**src/rtl/game_pkg.sv**
```systemverilog
// game_pkg: scan code set 2 constants, loader state/key types and the
// scan-code-to-hex-digit mapping shared by the keyboard input path.
package game_pkg;

    localparam int DIGITS_DEF = 4;

    localparam logic [7:0] SC_ENTER = 8'h5A;
    localparam logic [7:0] SC_BKSP  = 8'h66;
    localparam logic [7:0] SC_BRK   = 8'hF0;
    localparam logic [7:0] SC_EXT   = 8'hE0;

    // Indexed by hex digit value 0..F
    localparam logic [7:0] SC_DIGIT [16] = '{
        8'h45, 8'h16, 8'h1E, 8'h26, 8'h25, 8'h2E, 8'h36, 8'h3D,
        8'h3E, 8'h46, 8'h1C, 8'h32, 8'h21, 8'h23, 8'h24, 8'h2B
    };

    typedef enum logic [1:0] {ENTRY, FULL, DONE} loader_state_t;
    typedef enum logic [1:0] {KEY_NONE, KEY_DIGIT, KEY_ENTER, KEY_BKSP} key_t;

    function automatic logic [4:0] scan_to_nib(input logic [7:0] sc);
        logic [4:0] r;
        r = '0;
        for (int i = 0; i < 16; i++)
            if (sc == SC_DIGIT[i]) r = {1'b1, 4'(i)};
        return r;
    endfunction

endpackage

```
**src/rtl/ps2_rx.sv**
```systemverilog
// ps2_rx: PS/2 frame receiver with input synchronisers, clock glitch filter,
// odd-parity check and inter-edge timeout; emits one code per good frame.
module ps2_rx #(
    parameter int FILTER_LEN = 8,
    parameter int TIMEOUT    = 200000
) (
    input  logic       clk,
    input  logic       rst,
    input  logic       ps2Clk,
    input  logic       ps2Data,
    output logic [7:0] code,
    output logic       codeValid,
    output logic       frameErr
);

    localparam int FW = $clog2(FILTER_LEN);
    localparam int TW = $clog2(TIMEOUT);
    localparam logic [FW-1:0] FMAX = FW'(FILTER_LEN - 1);
    localparam logic [TW-1:0] TMAX = TW'(TIMEOUT - 1);

    logic [1:0]    clk_s, dat_s;
    logic [FW-1:0] fcnt;
    logic [TW-1:0] tcnt;
    logic [3:0]    bitn;
    logic [7:0]    sh;
    logic          filt, busy, drain, change, fall, expire, d;

    always_comb begin
        d      = dat_s[1];
        change = clk_s[1] != filt && fcnt == FMAX;
        fall   = change && !clk_s[1];
        expire = (busy || drain) && !fall && tcnt == TMAX;
    end

    // drain swallows the stop bit that trails a parity failure, so one bad
    // frame reports exactly one error instead of a second start-bit error
    always_ff @(posedge clk) begin
        if (rst) begin
            clk_s     <= 2'b11;
            dat_s     <= 2'b11;
            filt      <= 1'b1;
            fcnt      <= '0;
            tcnt      <= '0;
            bitn      <= '0;
            sh        <= '0;
            busy      <= 1'b0;
            drain     <= 1'b0;
            code      <= '0;
            codeValid <= 1'b0;
            frameErr  <= 1'b0;
        end else begin
            clk_s     <= {clk_s[0], ps2Clk};
            dat_s     <= {dat_s[0], ps2Data};
            filt      <= change ? clk_s[1] : filt;
            fcnt      <= (clk_s[1] == filt || change) ? '0 : fcnt + 1'b1;
            tcnt      <= (fall || !(busy || drain)) ? '0 : tcnt + 1'b1;
            codeValid <= 1'b0;
            frameErr  <= 1'b0;
            if (expire) begin
                busy     <= 1'b0;
                drain    <= 1'b0;
                frameErr <= busy;
            end else if (fall) begin
                if (drain) begin
                    drain <= 1'b0;
                end else if (!busy) begin
                    busy     <= !d;
                    frameErr <= d;
                    bitn     <= 4'd1;
                end else begin
                    bitn <= bitn + 1'b1;
                    if (bitn <= 4'd8) begin
                        sh <= {d, sh[7:1]};
                    end else if (bitn == 4'd9) begin
                        if (!(^sh ^ d)) begin
                            busy     <= 1'b0;
                            drain    <= 1'b1;
                            frameErr <= 1'b1;
                        end
                    end else begin
                        busy      <= 1'b0;
                        codeValid <= d;
                        frameErr  <= !d;
                        code      <= sh;
                    end
                end
            end
        end
    end

endmodule

```
**src/rtl/user_input_loader.sv**
```systemverilog
// user_input_loader: turns PS/2 keystrokes into a DIGITS-hex-digit answer
// with backspace and enter handling; ready holds until clear.
module user_input_loader
    import game_pkg::*;
#(
    parameter int DIGITS     = DIGITS_DEF,
    parameter int FILTER_LEN = 8,
    parameter int TIMEOUT    = 200000
) (
    input  logic                clk,
    input  logic                rst,
    input  logic                ps2Clk,
    input  logic                ps2Data,
    input  logic                clear,
    output logic [4*DIGITS-1:0] userInt,
    output logic                ready,
    output logic [2:0]          digitCount,
    output logic                frameErr
);

    logic [7:0]          code;
    logic                code_valid, brk, ext;
    logic [4:0]          dec;
    key_t                key;
    loader_state_t       state, n_state;
    logic [4*DIGITS-1:0] val, n_val;
    logic [2:0]          cnt, n_cnt;

    ps2_rx #(.FILTER_LEN(FILTER_LEN), .TIMEOUT(TIMEOUT)) u_rx (
        .clk      (clk),
        .rst      (rst),
        .ps2Clk   (ps2Clk),
        .ps2Data  (ps2Data),
        .code     (code),
        .codeValid(code_valid),
        .frameErr (frameErr)
    );

    // Prefix codes never produce a key; the code after F0 is always dropped,
    // the code after E0 survives only as keypad Enter
    always_comb begin
        dec = scan_to_nib(code);
        key = (!code_valid || code == SC_BRK || code == SC_EXT || brk) ? KEY_NONE :
              ext                ? (code == SC_ENTER ? KEY_ENTER : KEY_NONE) :
              code == SC_ENTER   ? KEY_ENTER :
              code == SC_BKSP    ? KEY_BKSP :
              dec[4]             ? KEY_DIGIT : KEY_NONE;
    end

    always_ff @(posedge clk) begin
        if (rst || frameErr) begin
            brk <= 1'b0;
            ext <= 1'b0;
        end else if (code_valid) begin
            if (code == SC_BRK) begin
                brk <= 1'b1;
            end else if (code == SC_EXT) begin
                ext <= 1'b1;
            end else begin
                brk <= 1'b0;
                ext <= 1'b0;
            end
        end
    end

    always_ff @(posedge clk) begin
        if (rst) begin
            state <= ENTRY;
            val   <= '0;
            cnt   <= '0;
        end else begin
            state <= n_state;
            val   <= n_val;
            cnt   <= n_cnt;
        end
    end

    always_comb begin
        n_state = state;
        n_val   = val;
        n_cnt   = cnt;
        if (clear) begin
            n_state = ENTRY;
            n_val   = '0;
            n_cnt   = '0;
        end else begin
            case (state)
                ENTRY: begin
                    if (key == KEY_DIGIT) begin
                        n_val   = {val[4*DIGITS-5:0], dec[3:0]};
                        n_cnt   = cnt + 1'b1;
                        n_state = cnt == 3'(DIGITS - 1) ? FULL : ENTRY;
                    end else if (key == KEY_BKSP && cnt != 3'd0) begin
                        n_val = val >> 4;
                        n_cnt = cnt - 1'b1;
                    end
                end
                FULL: begin
                    if (key == KEY_BKSP) begin
                        n_val   = val >> 4;
                        n_cnt   = 3'(DIGITS - 1);
                        n_state = ENTRY;
                    end else if (key == KEY_ENTER) begin
                        n_state = DONE;
                    end
                end
                default: ;
            endcase
        end
    end

    always_comb begin
        userInt    = val;
        digitCount = cnt;
        ready      = state == DONE;
    end

endmodule

```
**config.mk**
```make
export PLATFORM = sky130hd
export DESIGN_NAME = user_input_loader
export DESIGN_NICKNAME = d
export VERILOG_FILES = /design/src/rtl/game_pkg.sv /design/src/rtl/ps2_rx.sv /design/src/rtl/user_input_loader.sv
export SDC_FILE = /design/constraint.sdc
export NUM_CORES = 1
export LEC_CHECK = 0
export ABC_AREA = 1
export BUFFER_PORTS_ARGS = -buffer_cell sky130_fd_sc_hd__buf_2
export CAP_MARGIN = 20
export CORE_AREA = 2 2 97 99
export DETAILED_ROUTE_END_ITERATION = 8
export DIE_AREA = 0 0 99 101
export PLACE_DENSITY = 0.66
export REMOVE_ABC_BUFFERS = 1
export SKIP_CTS_REPAIR_TIMING = 1
export SYNTH_ARGS = -nofsm -noshare
export SYNTH_HDL_FRONTEND = slang
export SYNTH_HIERARCHICAL = 1
export SYNTH_SLANG_ARGS = --single-unit
```
**constraint.sdc**
```tcl
create_clock -name clk -period 3.15 [get_ports clk]
set_clock_uncertainty 0.15 [all_clocks]
set_input_delay 0.945 -clock clk [delete_from_list [all_inputs] [get_ports clk]]
set_output_delay 0.945 -clock clk [all_outputs]
set_load 0.005 [all_outputs]
```
After elaboration in Yosys (flattened, before gate mapping)
Cells that the tools add are included.
W data, S select, Z words.
- output and inout port bits: 21
- ROM bits: 0
- bits in latches: 0
- input port bits: 5
- memories: 0
- flip-flop bits (word level): 73
- memory bits (writable): 0
- div/mod/pow operators: 0
- shift-type cells: 0
- $lt $le $gt $ge: 1
- multipliers: 0
- equal/unequal tests: 36
- bitwise gates (word level): 8
- reduce and logical (&&, ||, !) cells: 34
- muxes and demuxes: 54
- add/sub/neg operators: 5
- operators by type and width (kind ; count):
    $eq A8 B6 Y1 const B ; 11
    $mux W5 ; 16
    $mux W16 ; 3
    $eq A8 B7 Y1 const B ; 4
    $pmux W16 S2 ; 1
    $eq A8 B5 Y1 const B ; 3
    $mux W1 ; 20
    $add A18 B1 Y18 const B ; 1
    $eq A18 B18 Y1 const B ; 1
    $eq A8 B8 Y1 const B ; 2
    $mux W2 ; 8
    $mux W3 ; 3
    $reduce_and A3 Y1 ; 3
    $reduce_or A2 Y1 ; 4
    $reduce_xor A8 Y1 ; 1
    $logic_or A1 B1 Y1 ; 7
    $not A1 Y1 ; 7
    $reduce_or A7 Y1 ; 1
    $add A3 B1 Y3 const B ; 2
    $eq A2 B2 Y1 const B ; 3
    $ne A2 B2 Y1 const B ; 3
    $ne A3 B3 Y1 const B ; 2
    $pmux W3 S2 ; 1
    $reduce_and A2 Y1 ; 3
    19 further kinds ; 28

Depth between registers and ports, before layout
Gate-level depths: netlist of the first run.
- depth after elaboration: 27
- depth in mapped cells: 20

Modules after synthesis
The synthesis of the first run kept the hierarchy.
- modules (own cells, without submodules) (module ; cells an instance ; area each (µm²) ; times used):
    ps2_rx ; 302 ; 2268.4 ; 1
    user_input_loader ; 266 ; 1684.1 ; 1

Worst setup path after synthesis of the first run
Ideal clock, no wire load.
- path type: reg-to-reg
- start: reg u_rx.code[7]
- end: reg cnt[1] (netlist: digitCount[1])
- buffers on the path: 0
- library setup time: 0.115 ns
- clock period less this slack: 2.255 ns
- stages on the path, launching flop included: 19
- arrival time: 1.989 ns
- path slack: 0.895 ns
- path through: dfxtp_1 inv_1 nand2_1 nor2_4 nand2_1 nand2_1 nor2_1 nand2_2 nor2_2 nand2_4 nand3_4 nand2_1 nand2_1 inv_1 ha_1 nor3_1 nor2_1 o21ai_0 inv_1
- longest elaborated chain between the ends: 26
- elaborated cells on any way between the ends: 53
- those cells by class: 24 x eq/ne; 24 x mux; 5 x reduce/logical
- RTL lines (element ; RTL line ; text):
    start: declaration ; ps2_rx.sv:11 ; output logic [7:0] code,
    start signal: assignment ; ps2_rx.sv:84 ; code <= sh;
    $eq A8 B7 Y1 ; game_pkg.sv:25 ; if (sc == SC_DIGIT[i]) r = {1'b1, 4'(i)};
    $mux W5 (16 in a row) ; game_pkg.sv:25 ;
    $mux W1 ; user_input_loader.sv:47 ; dec[4] ? KEY_DIGIT : KEY_NONE;
    $mux W2 ; user_input_loader.sv:46 ; code == SC_BKSP ? KEY_BKSP :
    $mux W2 ; user_input_loader.sv:45 ; code == SC_ENTER ? KEY_ENTER :
    $mux W2 ; user_input_loader.sv:44 ; ext ? (code == SC_ENTER ? KEY_ENTER : KEY_NONE) :
    $mux W2 (*) ; user_input_loader.sv:43 ; key = (!code_valid || code == SC_BRK || code == SC_EXT || brk) ? KEY_NONE :
    $eq A2 B2 Y1 ; user_input_loader.sv:93, user_input_loader.sv:99 ;
    $logic_and A1 B1 Y1 ; user_input_loader.sv:93 ; end else if (key == KEY_BKSP && cnt != 3'd0) begin
    $ne A3 B3 Y1 (no line) ; - ;
    $reduce_and A3 Y1 (no line) ; - ;
    end signal: assignment ; user_input_loader.sv:74 ; cnt <= n_cnt;
    end: declaration ; user_input_loader.sv:27 ; logic [2:0] cnt, n_cnt;
Mark *: on every way between the ends. The rest lies on a longest branch, timed or not.
A chain may end at the register's enable or synchronous reset.

Final worst setup path of the first run
- start: reg u_rx.code[5]
- end: reg cnt[1] (netlist: digitCount[1])
Same word-level chain as after synthesis.

==> impl_metrics.py, run 1 <==
metrics = {
    "critical_path": {
        "end_kind": "flip-flop",
        "crit_top_cell": "nand2_1",
        "critPathKind": "reg -> reg",
        "required_ns": 3.24,
        "crit_chain": "nand2_2 -> nor2_4 -> nand2_1 -> nand2_1 -> nor2_1 -> nand2_2 -> nor2_2 -> nand2_4 -> nand3_4 -> inv_1 -> nand2_1 -> nand2_1 -> inv_1 -> ha_1 -> nor3_1 -> nor2_1 -> o21ai_0 -> inv_1",
        "slowest_stage": "dfxtp_1",
        "arrival_ns": 2.56,
        "crit_fanout": 7,
        "slowest_delay_ns": 0.43,
        "start_kind": "flip-flop",
    },
    "power_and_ir_drop": {
        "power_frac_clock": 0.493,
        "ir_worst_vdd_mv": 0.272,
        "p_seq_frac": 0.494,
        "p_int_mw": 1.50,
        "power.leakage_nw": 1.81,
        "comb_power_share": 0.013,
        "p_switching_mw": 0.372,
        "p_total_mw": 1.88,
        "p_per_area_nw_per_um2": 425,
        "sw_frac_of_total": 0.198,
    },
    "detailed_routing": {
        "postRouteAntennaNets": 0,
        "drt_wl_total_um": 7920,
        "wl_per_cell_um": 11.1,
        "drt_pass1_iterations": 4,
        "drcViolationCount": 0,
        "num_vias": 3471,
        "drtIter0Drc": 93,
        "viasPerCell": 4.88,
    },
    "clock_network": {
        "clockBufferDepth": 2,
        "clk-insertion-delay-late_ns": 0.35,
        "path_clk_slew_ns": 0.08,
        "cts_buffers": 9,
        "cts.htree.levels": 3,
        "numClockSinks": 73,
        "cts_tree": "yes",
        "clockRootBuffer": "clkbuf_8",
    },
    "grt": {
        "grt_usage": 0.168,
        "grtUsageMet1": 0.209,
        "met2_usage": 0.291,
        "overflow": 0,
        "antenna_found_initial": 0,
        "grt_pass1_wl_um": 13900,
        "grt_max_degree": 19,
        "top_usage_layer": "met2",
        "grt_util_met3": 0.0277,
        "grt_pass1_vias": 3215,
    },
    "timing": {
        "setup_violations": 0,
        "setup_ws_ns": 0.686,
        "tns_ns": 0,
        "drv_slew": 0,
        "rsz0062_at_grt": "false",
        "tightestPinTransition_ns": 0.643,
        "whs_ns": 0.268,
        "post-route-period-util": 0.782,
        "min_period_ns": 2.46,
        "relSlewSlack": 0.570,
        "fmax_mhz": 406,
        "timing_hold_violations_final": 0,
    },
    "cells_and_area": {
        "nFillCells": 908,
        "syn2layout_area_growth_pct": 11.7,
        "multi_input_area_um2": 2130,
        "nNetsFinal": 608,
        "register_area_um2": 1460,
        "num_antenna_cells": 0,
        "layout-drive-gt1-share": 0.176,
    },
    "synth": {
        "ys_ff_latch": 73,
        "yosys_warnings": 6,
        "synthTopCellsByArea": "dfxtp_1, nand2_1, nor2_1",
        "syn_area_per_cell_um2": 6.96,
        "yosysTopAreaCell": "dfxtp_1",
        "synth_top_cell_area_share": 0.370,
        "syn_inst": 568,
        "synth_area_um2": 3950,
        "synth_cell_types": 37,
        "yosysSeqAreaShare": 0.370,
    },
    "place": {
        "gp_congestion": 0.847,
        "io_buffers": 25,
        "hpwl_um": 5920,
        "pre_cts_ws_ns": 0.695,
    },
    "floorplanning": {
        "io_pins": 26,
        "die_h_um": 101,
        "dieArea_um2": 10000,
        "chipWidth_um": 99,
        "initial_utilization": 0.440,
        "coreArea_um2": 8980,
        "row_count": 35,
    },
    "hold_path": {
        "min_path_type": "reg -> reg",
    },
    "run_status": {
        "outcome": "finished, final reports clean",
    },
    "run": {
        "maxCapViolCount": 0,
    },
}
[power groups by stage]
stage	combinational [mW]	clock, mW	sequential, mW
after floorplan	0.0147	0	0.947
after global placement	0.0252	0	0.948
after detailed placement	0.0254	0	0.948
after CTS	0.0255	0.946	0.926
after global routing	0.0286	0.986	0.927
final	0.0253	0.925	0.926
[per-layer routing]
metal  up-vias  wire length (µm)
met2        30              3820
met5         -                 0
met1      1551              3830
met4         0               112
met3        11               152
li1       1879                 -
[through the flow]
stage          std cells  utilization  area (µm²)
3_3_place_gp         696        0.464        4160
6_report             712        0.492        4420
4_1_cts              712        0.492        4420
2_1_floorplan        557            -        3870
5_1_grt              712        0.492        4420
3_5_place_dp         696        0.464        4160
[synth_stat cells]
library cell and instances:
nand2_1 116, nor2_1 78, dfxtp_1 73, inv_1 68
a21oi_1 37, o21ai_0 33, nand3_1 29, nor3_1 17
o21ai_1 13, nand2_2 12, nand4_1 11, a21oi_2 8
ha_1 7, nor2_2 7, nor2_4 7, or2_2 7
inv_2 5, buf_6 4, clkbuf_1 4, xor2_1 4
nand3_2 3, nand3_4 3, nor4_1 3, buf_2 2
inv_4 2, nor3_2 2, o21ai_2 2, or2_0 2
and3_2 1, buf_4 1, mux2i_4 1, nand2_4 1
nor2_8 1, nor3_4 1, nor3b_1 1, o21bai_1 1
or3_1 1
[critical path, delay by kind of cell, from the launching register on]
| family | cells | cell delay (ns) |
|---|---|---|
| simple gates | 13 | 1.24 |
| flops | 1 | 0.43 |
| compound gates | 1 | 0.07 |
| buf+inv | 3 | 0.18 |
| fa+ha+maj | 1 | 0.26 |
[cell families (layout without fill, tap and decap cells)]
| logic type | after synthesis | in the layout | synth area share |
|---|---|---|---|
| AND/OR/NAND/NOR | 303 | 303 | 0.372 |
| adder cells (fa/ha/maj) | 7 | 7 | 0.0222 |
| flip-flops | 73 | 73 | 0.370 |
| multiplexers | 1 | 1 | 0.00570 |
| XOR/XNOR | 4 | 4 | 0.00886 |
| buffers and inverters | 86 | 119 | 0.0921 |
| AO/OA/AOI/OAI | 94 | 94 | 0.129 |
[path summary, 6_finish.rpt]
check | start | end | slack, ns | cells past startpoint
worst max-delay path | u_rx/code[5]$_SDFFE_PP0P_ | digitCount[1]$_SDFFE_PP0P_ | 0.69 | 18
worst min-delay path | u_rx/dat_s[0]$_SDFF_PP1_ | u_rx/dat_s[1]$_SDFF_PP1_ | 0.27 | 1
worst max register to register | u_rx/code[5]$_SDFFE_PP0P_ | digitCount[1]$_SDFFE_PP0P_ | 0.69 | 18
worst min register to register | u_rx/dat_s[0]$_SDFF_PP1_ | u_rx/dat_s[1]$_SDFF_PP1_ | 0.27 | 1
[state kept, by name (all words and copies together) (netlist names)]
signal / flops
u_rx/fcnt: 3
u_rx/bitn: 4
u_rx/clk_s: 2
u_rx/dat_s: 2
digitCount: 3
u_rx/frameErr: 1
userInt: 16
u_rx/sh: 8
brk: 1
u_rx/busy: 1
u_rx/code: 8
u_rx/drain: 1
u_rx/filt: 1
ext: 1
u_rx/tcnt: 18
u_rx/codeValid: 1
state: 2
[cell type report]
type / instances / area share
clock inverter: 4 / 0.0224
tap: 111 / 0.0315
timing repair buffer: 28 / 0.0334
sequential: 73 / 0.331
inverter: 75 / 0.0649
multi-input combinational: 409 / 0.482
clock buffer: 12 / 0.0351
[cells in the final DEF, fill, tap and decap left out, drive strengths merged]
cell type / count
nand2: 129
nor2: 93
inv: 75
dfxtp: 73
o21ai: 48
a21oi: 45
nand3: 35
buf: 28
nor3: 20
clkbuf: 12
nand4: 11
or2: 9
ha: 7
xor2: 4
nor4: 3
bufinv: 3
mux2i: 1
or3: 1
clkinv: 1
and3: 1
o21bai: 1
nor3b: 1
Note: power is estimated with default switching activity, not from simulation.
==> inputs of run 2 (changes only) <==
Settings changed: ABC_AREA 1 to 0, CORE_AREA 2 2 97 99 to 2 2 94 96, DIE_AREA 0 0 99 101 to 0 0 96 98, PLACE_DENSITY 0.66 to 0.67.
Clock period 3.15 ns to 2.3 ns, I/O delays scaled along.
==> run 2 against run 1 <==
  * The flow now finishes with violations (negative setup slack)
  * Synthesized cell count down 26%
  * Worst hold slack worse by 0.0063 ns
  * Combinational power up 43%
  * Critical path depth down 7
  * Non-clock buffer count up 57
  * Via count down 7.1%
  * First-iteration DRC count up 47%
  * Power up 20%
  * Register-to-register slack worse by 1.0 ns
  * Die area down 5.9%
  * Highest routed layer unchanged
==> impl_metrics.py, run 2 <==
metrics = {
    "floorplanning": {
        "dieArea_um2": 9410,
        "io_pins": 26,
        "row_count": 34,
        "chipWidth_um": 96,
        "die_h_um": 98,
        "initial_utilization": 0.440,
        "coreArea_um2": 8470,
    },
    "cells_and_area": {
        "nFillCells": 757,
        "syn2layout_area_growth_pct": 28.0,
        "nNetsFinal": 506,
        "final_cell_mix": "dfxtp_1, nor2_1, buf_4",
        "layout-drive-gt1-share": 0.307,
        "regMostFlops": "u_rx/tcnt",
        "num_antenna_cells": 0,
        "fin_util": 0.563,
        "final_cells": 607,
        "largest_reg_flops": 18,
        "final_cell_area_um2": 4770,
        "final_common_cell": "dfxtp_1",
    },
    "synth": {
        "synth_cell_types": 65,
        "syn_inst": 423,
        "async_flop_share": 0,
        "synth_top_cell_area_share": 0.392,
        "yosysSeqAreaShare": 0.392,
        "synth_most_common_cell": "dfxtp_1",
        "synthTopCellsByArea": "dfxtp_1, mux2i_1, nor2_1",
        "synth_area_um2": 3730,
        "yosysTopAreaCell": "dfxtp_1",
        "netlist_top_cells_count": "dfxtp_1, nor2_1, mux2i_1",
        "syn_area_per_cell_um2": 8.81,
        "synth_edf_count": 0,
        "yosys_warnings": 6,
        "ys_ff_latch": 73,
        "synth_ff_type": "dfxtp_1",
    },
    "place": {
        "placed_cells": 581,
        "hpwl_um": 5420,
        "gp_congestion": 0.932,
        "io_buffers": 25,
        "place_area_um2": 4270,
    },
    "timing": {
        "whs_ns": 0.262,
        "relSlewSlack": 0.712,
        "post-route-period-util": 1.15,
        "tightestPinTransition_ns": 0.428,
        "rsz0062_at_grt": "true",
        "tns_ns": -5.86,
        "setup_violations": 20,
        "drv_slew": 0,
        "timing_hold_violations_final": 0,
        "setup_ws_ns": -0.349,
        "min_period_ns": 2.65,
        "fmax_mhz": 377,
    },
    "hold_path": {
        "holdPathStages": 1,
        "min_path_type": "reg -> reg",
    },
    "detailed_routing": {
        "postRouteAntennaNets": 0,
        "drcViolationCount": 0,
        "wl_per_cell_um": 13.8,
        "drt_wl_total_um": 8390,
        "drt_pass1_iterations": 4,
        "viasPerCell": 5.31,
        "num_vias": 3224,
        "drtIter0Drc": 137,
    },
    "critical_path": {
        "arrival_ns": 2.76,
        "slowest_stage": "or4_4",
        "slowest_delay_ns": 0.42,
        "crit_fanout": 6,
        "end_kind": "flip-flop",
        "start_kind": "flip-flop",
        "path_buf_inv": 4,
        "reg2regPathDepth": 11,
        "path_depth": 11,
        "required_ns": 2.41,
        "crit_top_cell": "buf_6",
        "critPathKind": "reg -> reg",
        "crit_chain": "buf_6 -> or4_4 -> o211ai_1 -> buf_4 -> a21oi_2 -> a21o_1 -> a211oi_4 -> buf_6 -> clkbuf_16 -> a31oi_1 -> o21a_1",
        "critPathTopFamily": "compound AO/OA/AOI/OAI gates",
    },
    "run_status": {
        "outcome": "complete, but fails checks",
        "failed_checks": "negative setup slack",
    },
    "grt": {
        "grt_max_degree": 36,
        "grt_usage": 0.176,
        "grt_pass1_wl_um": 13300,
        "antenna_found_initial": 0,
        "overflow": 0,
        "grt_pass1_vias": 2925,
    },
    "power_and_ir_drop": {
        "ir_worst_vdd_mv": 0.360,
        "p_per_area_nw_per_um2": 471,
        "power.leakage_nw": 1.91,
    },
    "clock_network": {
        "clockRootBuffer": "clkbuf_8",
        "cts.htree.levels": 3,
        "cts_buffers": 9,
        "clk-insertion-delay-late_ns": 0.36,
        "cts_tree": "yes",
        "numClockSinks": 73,
        "clockBufferDepth": 2,
        "path_clk_slew_ns": 0.08,
    },
    "run": {
        "maxCapViolCount": 0,
    },
}
[run 2: cell count changes after synthesis, sizes merged, moves of 20 or more]
| cell | previous run | this run |
|---|---|---|
| mux2i | 1 | 32 |
| inv | 75 | 11 |
| nor2 | 93 | 54 |
| nand2 | 129 | 22 |
| a21oi | 45 | 25 |
| o21ai | 48 | 21 |
[run 2: worst paths after layout]
kind | startpoint | end | slack [ns]
worst min register to register | u_rx/dat_s[0]$_SDFF_PP1_ | u_rx/dat_s[1]$_SDFF_PP1_ | 0.26
worst max-delay path | u_rx/code[3]$_SDFFE_PP0P_ | digitCount[0]$_SDFFE_PP0P_ | -0.35
worst max register to register | u_rx/code[3]$_SDFFE_PP0P_ | digitCount[0]$_SDFFE_PP0P_ | -0.35
worst min-delay path | u_rx/dat_s[0]$_SDFF_PP1_ | u_rx/dat_s[1]$_SDFF_PP1_ | 0.26
[run 2: per-stage QoR]
stage / power [mW] / setup WS [ns]
final: 2.25 / -0.349
after global placement: 1.33 / -0.292
after CTS: 2.27 / -0.392
after detailed placement: 1.33 / -0.354
after global routing: 2.33 / -0.484
after floorplan: 1.31 / -0.895
[run 2: report_power, final]
| group | internal [mW] | switching, mW | leakage, nW | total [mW] |
|---|---|---|---|---|
| sequential | 1.26 | 0.00217 | 0.591 | 1.27 |
| combinational | 0.0132 | 0.0229 | 1.23 | 0.0361 |
| clock | 0.429 | 0.515 | 0.0903 | 0.944 |
[run 2: layout make-up]
type / instances / area (µm²) / area share
clock buffers: 11 / 141 / 0.0297
clock inverters: 5 / 38.8 / 0.00813
inverters: 11 / 41.3 / 0.00866
multi-input cells: 314 / 2230 / 0.468
flip-flops and latches: 73 / 1470 / 0.308
well taps: 108 / 135 / 0.0283
repair buffers: 85 / 709 / 0.149
[run 2: kinds of logic after synthesis]
kind of cell,after synthesis,synth area share
adder cells (fa/ha/maj),7,0.0235
AND/OR/NAND/NOR,176,0.262
AO/OA/AOI/OAI,71,0.120
flip-flops,73,0.392
buffers and inverters,36,0.0467
XOR/XNOR,27,0.0672
multiplexers,33,0.0890
[run 2: layer usage]
metal / wire length [µm] / vias to the layer above / GRT usage
met5: 0 / - / 0
met4: 87 / 0 / 0.0473
met3: 345 / 11 / 0.0571
met2: 4160 / 55 / 0.290
met1: 3800 / 1517 / 0.219
li1: - / 1641 / -
==> inputs of run 3 (changes only) <==
Settings changed: REMOVE_ABC_BUFFERS 1 to unset, SKIP_CTS_REPAIR_TIMING 1 to unset.
==> run 3 against run 2 <==
  * The run still ends with negative setup slack left
  * Sequential share of layout area increased by 0.52 points
  * Non-clock buffer count decreased by 7
  * Setup slack improved by 0.0086 ns
  * Highest routed layer unchanged
==> impl_metrics.py, run 3 (synthesis gave the netlist of run 2 again) <==
metrics = {
    "critical_path": {
        "start_kind": "flip-flop",
        "reg2regPathDepth": 10,
        "slowest_stage": "or4b_1",
        "rr_startpoint": "u_rx/code[4]$_SDFFE_PP0P_",
        "crit_fanout": 9,
        "required_ns": 2.43,
        "critPathTopFamily": "simple AND/OR/NAND/NOR gates",
        "path_buf_inv": 3,
        "slowest_delay_ns": 0.50,
        "crit_top_cell": "buf_4",
        "reg2reg_slack_ns": -0.34,
        "rr_endpoint": "userInt[0]$_SDFFE_PP0P_",
        "critPathKind": "reg -> reg",
        "end_kind": "flip-flop",
        "crit_chain": "or4b_1 -> or3_1 -> o211ai_1 -> buf_4 -> o31ai_4 -> a211oi_4 -> buf_4 -> clkbuf_16 -> o21ai_1 -> a21oi_1",
        "arrival_ns": 2.77,
    },
    "cells_and_area": {
        "nFillCells": 733,
        "syn2layout_area_growth_pct": 25.7,
        "num_antenna_cells": 0,
        "nNetsFinal": 499,
        "regMostFlops": "u_rx/tcnt",
        "largest_reg_flops": 18,
        "layout-drive-gt1-share": 0.280,
        "final_cell_area_um2": 4680,
        "final_cell_mix": "dfxtp_1, nor2_1, buf_4",
        "final_common_cell": "dfxtp_1",
    },
    "run_status": {
        "outcome": "complete, but fails checks",
        "failed_checks": "negative setup slack",
    },
    "clock_network": {
        "clockRootBuffer": "clkbuf_8",
        "cts_buffers": 9,
        "cts_hold_buf": 0,
        "numClockSinks": 73,
        "path_clk_slew_ns": 0.09,
        "cts_tree": "yes",
        "cts.htree.levels": 3,
        "clockBufferDepth": 2,
        "clk-insertion-delay-late_ns": 0.36,
    },
    "hold_path": {
        "worstHoldStart": "u_rx/clk_s[0]$_SDFF_PP1_",
        "holdPathStages": 1,
        "min_path_type": "reg -> reg",
        "min_to": "u_rx/clk_s[1]$_SDFF_PP1_",
    },
    "place": {
        "hpwl_um": 5470,
        "io_buffers": 25,
        "place_area_um2": 4310,
        "gp_congestion": 0.880,
    },
    "floorplanning": {
        "initial_utilization": 0.440,
        "row_count": 34,
        "die_h_um": 98,
        "dieArea_um2": 9410,
        "chipWidth_um": 96,
        "coreArea_um2": 8470,
        "io_pins": 26,
    },
    "detailed_routing": {
        "drtIter0Drc": 102,
        "wl_per_cell_um": 13.5,
        "num_vias": 3181,
        "postRouteAntennaNets": 0,
        "drcViolationCount": 0,
        "drt_pass1_iterations": 4,
        "drt_wl_total_um": 8080,
        "viasPerCell": 5.30,
    },
    "power_and_ir_drop": {
        "sw_frac_of_total": 0.232,
        "p_per_area_nw_per_um2": 499,
        "comb_power_share": 0.015,
        "p_int_mw": 1.80,
        "p_seq_frac": 0.542,
        "power.leakage_nw": 1.88,
        "ir_worst_vdd_mv": 0.362,
        "power_frac_clock": 0.443,
        "p_switching_mw": 0.542,
    },
    "timing": {
        "fmax_mhz": 379,
        "relSlewSlack": 0.715,
        "setup_violations": 20,
        "rsz0062_at_grt": "true",
        "timing_hold_violations_final": 0,
        "whs_ns": 0.252,
        "post-route-period-util": 1.15,
        "tightestPinTransition_ns": 0.423,
        "drv_slew": 0,
        "setup_ws_ns": -0.340,
        "min_period_ns": 2.64,
    },
    "grt": {
        "overflow": 0,
        "grt_usage": 0.179,
        "grt_max_degree": 30,
        "antenna_found_initial": 0,
        "grt_pass1_vias": 3063,
        "grt_pass1_wl_um": 13600,
    },
    "synth": {
        "syn_nets": 435,
    },
    "run": {
        "maxCapViolCount": 0,
    },
}
-- run 3: what timing repair did --
| action | in CTS | in global routing |
|---|---|---|
| pin swaps | 2 | 1 |
| gates resized for setup | 9 | 4 |
| buffers inserted | 4 | 1 |
| gates cloned | 2 | 1 |
| endpoints found under the setup margin | 20 | 21 |
| hold endpoints to repair | 0 | 0 |
-- run 3: worst max-delay path by stage --
stage | from | slack, ns | depth (start not counted) | end
2_1_floorplan | u_rx/code[7]$_SDFFE_PP0P_ | -0.27 | 11 | digitCount[2]$_SDFFE_PP0P_
3_3_place_gp | u_rx/code[4]$_SDFFE_PP0P_ | -0.26 | 10 | digitCount[2]$_SDFFE_PP0P_
3_5_place_dp | u_rx/code[2]$_SDFFE_PP0P_ | -0.29 | 11 | digitCount[2]$_SDFFE_PP0P_
4_1_cts | u_rx/code[4]$_SDFFE_PP0P_ | -0.27 | 10 | digitCount[2]$_SDFFE_PP0P_
5_1_grt | u_rx/code[0]$_SDFFE_PP0P_ | -0.47 | 11 | userInt[0]$_SDFFE_PP0P_
6_report | u_rx/code[4]$_SDFFE_PP0P_ | -0.34 | 10 | userInt[0]$_SDFFE_PP0P_
-- run 3: metrics by stage --
stage	util	std cells	total power, mW	setup WS, ns	TNS, ns
floorplan	-	423	1.32	-0.266	-3.22
global placement	0.509	576	1.33	-0.259	-2.96
detailed placement	0.509	576	1.33	-0.289	-4.08
CTS	0.547	598	2.37	-0.266	-4.12
global route	0.553	600	2.43	-0.466	-7.91
finish	0.553	600	2.34	-0.340	-5.30
-- run 3: area by class of cell --
| cell class | instances | area (µm²) | share of cell area |
|---|---|---|---|
| inverters | 11 | 41.3 | 0.00881 |
| well taps | 108 | 135 | 0.0288 |
| multi-input cells | 314 | 2200 | 0.469 |
| repair buffers | 78 | 639 | 0.136 |
| clock inverters | 6 | 75.1 | 0.0160 |
| flip-flops and latches | 73 | 1470 | 0.313 |
| clock buffers | 10 | 128 | 0.0272 |
-- run 3: power groups by stage --
stage	clock network (mW)	logic [mW]	registers (mW)
6_report	1.04	0.0346	1.27
5_1_grt	1.12	0.0385	1.27
4_1_cts	1.07	0.0348	1.27
3_5_place_dp	0	0.0347	1.30
3_3_place_gp	0	0.0336	1.30
2_1_floorplan	0	0.0228	1.30
-- run 3: metal layers --
layer	GRT usage	vias up	routed length, µm
met5	0	-	0
li1	-	1616	-
met1	0.222	1492	3690
met2	0.301	54	3980
met4	0.0681	0	184
met3	0.0370	19	227
